--- config.mk ---
export PLATFORM = sky130hd
export DESIGN_NAME = sync_gate_seq_gen_flat
export DESIGN_NICKNAME = d
export VERILOG_FILES = /design/src/rtl/sync_gate_seq_gen_if.sv /design/src/rtl/sync_gate_seq_gen.sv /design/src/flat_wrapper.sv
export SDC_FILE = /design/constraint.sdc
export NUM_CORES = 1
export LEC_CHECK = 0
export BUFFER_PORTS_ARGS = -buffer_cell sky130_fd_sc_hd__clkbuf_2
export CELL_PAD_IN_SITES_DETAIL_PLACEMENT = 1
export CELL_PAD_IN_SITES_GLOBAL_PLACEMENT = 1
export CORE_MARGIN = 2
export CORE_UTILIZATION = 50
export DETAILED_ROUTE_END_ITERATION = 7
export GPL_ROUTABILITY_DRIVEN = 0
export MAX_ROUTING_LAYER = met4
export PLACE_DENSITY = 0.87
export SLEW_MARGIN = 20
export SYNTH_ARGS = -nofsm -noshare
export SYNTH_HDL_FRONTEND = slang
export SYNTH_SLANG_ARGS = --single-unit
--- constraint.sdc ---
create_clock -name clk -period 20.5 [get_ports clk]
set_input_delay 2.05 -clock clk [delete_from_list [all_inputs] [get_ports clk]]
set_output_delay 2.05 -clock clk [all_outputs]
set_load 0.05 [all_outputs]
--- src/rtl/sync_gate_seq_gen_if.sv ---
// Timing-control and gate-output bundle of the sync/gate/done frame generator.
// The master side drives frame requests and timing; the slave side returns the pulses.
interface sync_gate_seq_gen_if #(
  parameter int NCH    = 2,
  parameter int SYNC_W = 8,
  parameter int CNT_W  = 16
);
  logic                  ena;
  logic                  start;
  logic                  cont;
  logic                  abort;
  logic [SYNC_W-1:0]     Tsync;
  logic [NCH*SYNC_W-1:0] Tgdel;
  logic [NCH*CNT_W-1:0]  Tgate;
  logic [CNT_W-1:0]      Tlen;
  logic                  Sync;
  logic [NCH-1:0]        Gate;
  logic                  Done;
  logic                  busy;

  modport master (
    output ena, start, cont, abort,
    output Tsync, Tgdel, Tgate, Tlen,
    input  Sync, Gate, Done, busy
  );

  modport slave (
    input  ena, start, cont, abort,
    input  Tsync, Tgdel, Tgate, Tlen,
    output Sync, Gate, Done, busy
  );
endinterface

--- src/rtl/sync_gate_seq_gen.sv ---
// Frame generator: Sync pulse, per-channel delayed Gate windows, then Done.
// Outputs are registered from the next-state frame counter and latched timing.
module sync_gate_seq_gen #(
  parameter int NCH    = 2,
  parameter int SYNC_W = 8,
  parameter int CNT_W  = 16
) (
  input  logic                   clk,
  input  logic                   rst_n,
  sync_gate_seq_gen_if.slave     bus
);
  localparam int W2 = CNT_W + 2;

  typedef enum logic [1:0] {
    IDLE = 2'd0,
    SYNC = 2'd1,
    RUN  = 2'd2,
    DONE = 2'd3
  } state_t;

  state_t                state, n_state;
  logic [CNT_W-1:0]      t, n_t;
  logic [SYNC_W-1:0]     tsync_l, n_tsync;
  logic [NCH*SYNC_W-1:0] tgdel_l, n_tgdel;
  logic [NCH*CNT_W-1:0]  tgate_l, n_tgate;
  logic [CNT_W-1:0]      tlen_l, n_tlen;

  logic                  sync_q, sync_d;
  logic [NCH-1:0]        gate_q, gate_d;
  logic                  done_q, done_d;
  logic                  busy_q, busy_d;

  logic                  latch;
  logic [CNT_W-1:0]      end_t;
  logic [W2-1:0]         tsync_m1;
  logic [W2-1:0]         nt2;
  logic [W2-1:0]         lo, hi;
  logic                  run;

  assign end_t    = (tlen_l == '0) ? '0 : tlen_l - CNT_W'(1);
  assign tsync_m1 = W2'(tsync_l) - W2'(1);

  always_comb begin
    n_state = state;
    n_t     = t;
    n_tsync = tsync_l;
    n_tgdel = tgdel_l;
    n_tgate = tgate_l;
    n_tlen  = tlen_l;
    latch   = 1'b0;
    if (bus.abort) begin
      n_state = IDLE;
      n_t     = '0;
    end else begin
      unique case (state)
        IDLE: latch = bus.start & bus.ena;
        SYNC: if (bus.ena) begin
          n_t = t + CNT_W'(1);
          if (t == end_t)
            n_state = DONE;
          else if (W2'(t) == tsync_m1)
            n_state = RUN;
        end
        RUN: if (bus.ena) begin
          n_t = t + CNT_W'(1);
          if (t == end_t)
            n_state = DONE;
        end
        DONE: begin
          // DONE never pauses: it always lasts exactly one cycle
          if (bus.cont)
            latch = 1'b1;
          else begin
            n_state = IDLE;
            n_t     = '0;
          end
        end
        default: n_state = IDLE;
      endcase
    end
    if (latch) begin
      n_tsync = bus.Tsync;
      n_tgdel = bus.Tgdel;
      n_tgate = bus.Tgate;
      n_tlen  = bus.Tlen;
      n_t     = '0;
      n_state = (bus.Tsync == '0) ? RUN : SYNC;
    end
  end

  // Outputs describe the cycle that begins at the coming edge
  always_comb begin
    run    = (n_state == SYNC) || (n_state == RUN);
    nt2    = W2'(n_t);
    sync_d = run && (nt2 < W2'(n_tsync));
    done_d = (n_state == DONE);
    busy_d = run;
    gate_d = '0;
    lo     = '0;
    hi     = '0;
    for (int i = 0; i < NCH; i++) begin
      lo = W2'(n_tsync) + W2'(n_tgdel[i*SYNC_W +: SYNC_W]);
      hi = lo + W2'(n_tgate[i*CNT_W +: CNT_W]);
      gate_d[i] = run && (nt2 >= lo) && (nt2 < hi)
                  && (n_t < n_tlen);
    end
  end

  always_ff @(posedge clk or negedge rst_n) begin
    if (!rst_n) begin
      state   <= IDLE;
      t       <= '0;
      tsync_l <= '0;
      tgdel_l <= '0;
      tgate_l <= '0;
      tlen_l  <= '0;
      sync_q  <= 1'b0;
      gate_q  <= '0;
      done_q  <= 1'b0;
      busy_q  <= 1'b0;
    end else begin
      state   <= n_state;
      t       <= n_t;
      tsync_l <= n_tsync;
      tgdel_l <= n_tgdel;
      tgate_l <= n_tgate;
      tlen_l  <= n_tlen;
      sync_q  <= sync_d;
      gate_q  <= gate_d;
      done_q  <= done_d;
      busy_q  <= busy_d;
    end
  end

  assign bus.Sync = sync_q;
  assign bus.Gate = gate_q;
  assign bus.Done = done_q;
  assign bus.busy = busy_q;
endmodule

--- src/flat_wrapper.sv ---
// flat-port wrapper written by rule: the top's interface ports become plain ports
module sync_gate_seq_gen_flat 
#(
  parameter int NCH    = 2,
  parameter int SYNC_W = 8,
  parameter int CNT_W  = 16
)
  (clk, rst_n, bus_ena, bus_start, bus_cont, bus_abort, bus_Tsync, bus_Tgdel, bus_Tgate, bus_Tlen, bus_Sync, bus_Gate, bus_Done, bus_busy);
  sync_gate_seq_gen_if #(.NCH(NCH), .SYNC_W(SYNC_W), .CNT_W(CNT_W)) bus_i ();
  input  logic clk;
  input  logic rst_n;
  input wire logic [$bits(bus_i.ena)-1:0] bus_ena;
  input wire logic [$bits(bus_i.start)-1:0] bus_start;
  input wire logic [$bits(bus_i.cont)-1:0] bus_cont;
  input wire logic [$bits(bus_i.abort)-1:0] bus_abort;
  input wire logic [$bits(bus_i.Tsync)-1:0] bus_Tsync;
  input wire logic [$bits(bus_i.Tgdel)-1:0] bus_Tgdel;
  input wire logic [$bits(bus_i.Tgate)-1:0] bus_Tgate;
  input wire logic [$bits(bus_i.Tlen)-1:0] bus_Tlen;
  output wire logic [$bits(bus_i.Sync)-1:0] bus_Sync;
  output wire logic [$bits(bus_i.Gate)-1:0] bus_Gate;
  output wire logic [$bits(bus_i.Done)-1:0] bus_Done;
  output wire logic [$bits(bus_i.busy)-1:0] bus_busy;
  assign bus_i.ena = bus_ena;
  assign bus_i.start = bus_start;
  assign bus_i.cont = bus_cont;
  assign bus_i.abort = bus_abort;
  assign bus_i.Tsync = bus_Tsync;
  assign bus_i.Tgdel = bus_Tgdel;
  assign bus_i.Tgate = bus_Tgate;
  assign bus_i.Tlen = bus_Tlen;
  assign bus_Sync = bus_i.Sync;
  assign bus_Gate = bus_i.Gate;
  assign bus_Done = bus_i.Done;
  assign bus_busy = bus_i.busy;
  sync_gate_seq_gen #(.NCH(NCH), .SYNC_W(SYNC_W), .CNT_W(CNT_W)) u_core (.clk(clk), .rst_n(rst_n), .bus(bus_i));
endmodule
==> metrics.txt <==
outcome=complete, no violations; Antenna Violating Nets Remaining=0; source-to-sink clock delay at the later pin of the worst-skew pair=between 300 and 400 ps; Wirelength per Cell=21.1 um; most heavily used metal layer in global routing=met2; first-pass GRT wire length=between 40,000 and 50,000 um; DIE HEIGHT=132 um; pins over their slew limit=0; mean cell area of the mapped netlist=~9.2 um2; pin count of the biggest net entering global routing=between 50 and 60; met2 Usage GRT=between 50 and 60%; minimum setup slack after placement=11,850 ps; global-route usage over all layers=~30%; area of the placeable core=between 15,000 and 20,000 um2; die footprint=around 17,000 um2; layout-stage area growth over the synthesis result=10.9%; clock tree skew after final layout=approximately 13 ps; Critical Setup Path Class=primary input to flip-flop; Hold Path Class=flip-flop to flip-flop; routed wire length=between 20,000 and 25,000 um; highest net fanout along the worst path=46; headroom to the max-slew limit=a little under a third; clock tree from TritonCTS=built; total number of vias=between 7,000 and 8,000; # port buffers=82; Clk network pwr share=17.9%; maximum capacitance violations=0; share of async-settable or async-resettable flops after synthesis=between 90% and 100%; highest clock rate=between 0.1 and 0.15 GHz; count of different cell masters after synthesis=68; #FFs+latches synth=95; clock transition at the register clock pins on the worst setup and hold paths after CTS=around 70 ps; Initial DRT Pass Iterations=5; post-synthesis cell count=slightly below 900; type of element capturing the critical path=flip-flop; total half-perimeter wirelength after legalization and detailed placement=19,200 um; Vias/cell=6.09; I/O pins=83; total count of hold-check failures in the final report=0; period utilisation layout=a little over 40%; leakage=approximately 4.3 nW; Yosys warnings=0; sequential fraction of the synthesis area=between 20% and 30%; Final setup viols=0; number of violations reported at the end of detailed-routing iteration 0=approximately 460; Clock Tree Root=sky130_fd_sc_hd__clkbuf_16; net count of the finished layout=~1,100; startpoint type of the worst setup path=primary input; number of buffers added by the clock tree synthesis step=9; num rows=46; power dissipated by switching net loads=between 0.4 and 0.5 mW; via count of the first global-routing pass=just under 8,000; power per standard cell area=roughly 110 nW/um2; DRC violations left=0; sw frac=43.4%; Initial Utilization=51.3%; Antenna Diode Count=0; critical path data arrival time=8730 ps; commonest non-fill, non-tap cell in the layout=sky130_fd_sc_hd__ha_1; met1 routing resource usage after global routing=between 30 and 40%; count of flip-flops with a built-in enable after synthesis=0; met3 layer usage reported by global route=4.00%; Die W=roughly 130 um; slew at the pin closest to its max-slew limit=1050 ps; Setup TNS=0 ps; Post-CTS Setup Bufs=0; Combinational Power Share=a little under three fifths; CTS-repair resized insts=0; final critical delay including setup and external delays=approximately 8500 ps; residual overflow from global routing=0; RSZ-0062 raised after global routing=no; CTS Buffer Depth=2; post-synthesis net count=1,073; reg2reg setup slack=about 13,000 ps; ratio of cells with drive above 1 in the final layout=16.6%; cell-internal power=~0.55 mW; count of hold-fix buffers inserted at cts=0; fin worst setup slack=12,040 ps; sinks on the clock net=95; peak supply drop=roughly 0.067 mV; H-tree depth reported by CTS=3; worst path required time=20,770 ps; Seq pwr share=around a quarter; antenna violations before repair=0; most frequent cells in the layout=sky130_fd_sc_hd__ha_1, sky130_fd_sc_hd__dfrtp_1, sky130_fd_sc_hd__clkbuf_2; area of the mapped netlist=between 8000 and 9000 um2; primary flip-flop cell chosen by synthesis mapping=sky130_fd_sc_hd__dfrtp_1
per-layer routing:
layer	up-vias	part of all wire, %
li1	3327	-
met1	3592	43
met2	169	50
met3	68	3.4
met4	0	3.6
met5	-	0
worst max-delay path, stage by stage:
cell and delay (ps):
sky130_fd_sc_hd__clkbuf_2 210, sky130_fd_sc_hd__a32oi_1 210, sky130_fd_sc_hd__nor3_4 330, sky130_fd_sc_hd__buf_4 510, sky130_fd_sc_hd__buf_4 610, sky130_fd_sc_hd__nor2_1 110, sky130_fd_sc_hd__a311o_1 380, sky130_fd_sc_hd__maj3_1 380
sky130_fd_sc_hd__a21oi_1 250, sky130_fd_sc_hd__o21bai_1 100, sky130_fd_sc_hd__maj3_1 460, sky130_fd_sc_hd__xnor2_1 180, sky130_fd_sc_hd__ha_1 230, sky130_fd_sc_hd__or3_1 390, sky130_fd_sc_hd__o2111a_1 230, sky130_fd_sc_hd__o21ai_0 260
sky130_fd_sc_hd__nand2_1 150, sky130_fd_sc_hd__nand3_1 120, sky130_fd_sc_hd__xnor2_1 150, sky130_fd_sc_hd__ha_1 300, sky130_fd_sc_hd__a21o_1 170, sky130_fd_sc_hd__a21oi_1 150, sky130_fd_sc_hd__nor2b_1 60, sky130_fd_sc_hd__o21ai_0 170
sky130_fd_sc_hd__nand2b_1 90, sky130_fd_sc_hd__a21oi_1 180, sky130_fd_sc_hd__a32oi_1 80, sky130_fd_sc_hd__a211oi_1 180
per-stage QoR:
| stage | utilization [%] | cell area [um2] | hold WS, ps | power (mW) | std cells |
|---|---|---|---|---|---|
| floorplan | - | 8180 | 474 | 0.644 | 885 |
| global route | 56.9 | 9070 | 526 | 1.06 | 1175 |
| detailed placement | 55.1 | 8780 | 491 | 0.787 | 1160 |
| CTS | 56.9 | 9070 | 512 | 0.976 | 1175 |
| finish | 56.9 | 9070 | 508 | 0.977 | 1175 |
| global placement | 55.1 | 8780 | 485 | 0.754 | 1160 |
sequential cells by signal, summed over array words and instances, names as in the netlist:
register,flops
u_core.state,2
u_core.tgdel_l,16
u_core.tgate_l,32
u_core.bus.Done,1
u_core.tlen_l,16
u_core.tsync_l,8
u_core.bus.Gate,2
u_core.bus.Sync,1
u_core.bus.busy,1
u_core.t,16
path summary, 6_finish.rpt:
kind                       cells past startpoint                from            endpoint
min reg2reg                                    1  u_core.tgdel_l[11]  u_core.tgdel_l[11]
max                                           28             bus_ena  u_core.bus.Gate[1]
min                                            1  u_core.tgdel_l[11]  u_core.tgdel_l[11]
min in group asynchronous                      1               rst_n   u_core.tgate_l[4]
max reg2reg                                   28     u_core.state[0]  u_core.bus.Gate[1]
max in group asynchronous                      2               rst_n     u_core.bus.Sync
cells in the mapped netlist, types with 3 or more instances:
library cell                instances  area [um2]
sky130_fd_sc_hd__a21oi_1           58         290
sky130_fd_sc_hd__o211ai_1           5        37.5
sky130_fd_sc_hd__clkbuf_1          14        52.6
sky130_fd_sc_hd__or2_2              4        25.0
sky130_fd_sc_hd__nand4_1           16         100
sky130_fd_sc_hd__or3_1              9        56.3
sky130_fd_sc_hd__a21o_1            20         150
sky130_fd_sc_hd__a31oi_1            8        50.1
sky130_fd_sc_hd__buf_2             14        70.1
sky130_fd_sc_hd__nand2b_1           9        56.3
sky130_fd_sc_hd__mux2i_1           38         380
sky130_fd_sc_hd__o31ai_1            6        45.0
sky130_fd_sc_hd__o22ai_1            4        25.0
sky130_fd_sc_hd__nor3_1            21         105
sky130_fd_sc_hd__o2111ai_1          4        35.0
sky130_fd_sc_hd__or4_1              3        22.5
sky130_fd_sc_hd__and2_1             3        18.8
sky130_fd_sc_hd__nor2b_1            9        56.3
sky130_fd_sc_hd__or4_4              3        33.8
sky130_fd_sc_hd__xnor2_1           46         403
sky130_fd_sc_hd__nor4_1             9        56.3
sky130_fd_sc_hd__xor2_1            24         210
sky130_fd_sc_hd__maj3_1             7        70.1
sky130_fd_sc_hd__nor3b_1            3        22.5
sky130_fd_sc_hd__o32ai_1            3        26.3
sky130_fd_sc_hd__ha_1             108        1350
sky130_fd_sc_hd__mux2_2            42         473
sky130_fd_sc_hd__nand2_1           38         143
sky130_fd_sc_hd__a22oi_1            5        37.5
sky130_fd_sc_hd__inv_1             78         293
sky130_fd_sc_hd__nor2_1            47         176
sky130_fd_sc_hd__o21ai_0           42         210
sky130_fd_sc_hd__dfrtp_1           95        2380
sky130_fd_sc_hd__a211oi_1          13        97.6
sky130_fd_sc_hd__o21a_1             8        60.1
sky130_fd_sc_hd__o21bai_1           3        22.5
sky130_fd_sc_hd__and3_1             7        43.8
sky130_fd_sc_hd__nand3_1           19        95.1
cell families (layout without fill, tap and decap cells):
| kind of cell | after synthesis | in the layout | share of synthesized area (%) |
|---|---|---|---|
| xor+xnor | 71 | 71 | 7.77 |
| compound gates | 201 | 201 | 15.7 |
| mux | 80 | 80 | 10.4 |
| fa+ha+maj | 117 | 117 | 17.9 |
| flops | 95 | 95 | 29.1 |
| simple gates | 212 | 212 | 13.8 |
| buf+inv | 109 | 183 | 5.33 |
final cells by class:
class | count | area, um2
Inverter | 78 | 293
Clock inverter | 3 | 43.8
Fill cell | 1887 | 6880
Timing Repair Buffer | 90 | 473
Sequential cell | 95 | 2380
Multi-Input combinational cell | 681 | 5360
Clock buffer | 12 | 246
Tap cell | 216 | 270
power groups by stage:
| stage | clock network (mW) | logic (mW) | registers, mW |
|---|---|---|---|
| after CTS | 0.177 | 0.556 | 0.242 |
| after global placement | 0 | 0.511 | 0.243 |
| after floorplan | 0 | 0.410 | 0.234 |
| after global routing | 0.184 | 0.629 | 0.246 |
| after detailed placement | 0 | 0.542 | 0.246 |
| final | 0.174 | 0.559 | 0.243 |
Power figures use the tool's default switching activity.
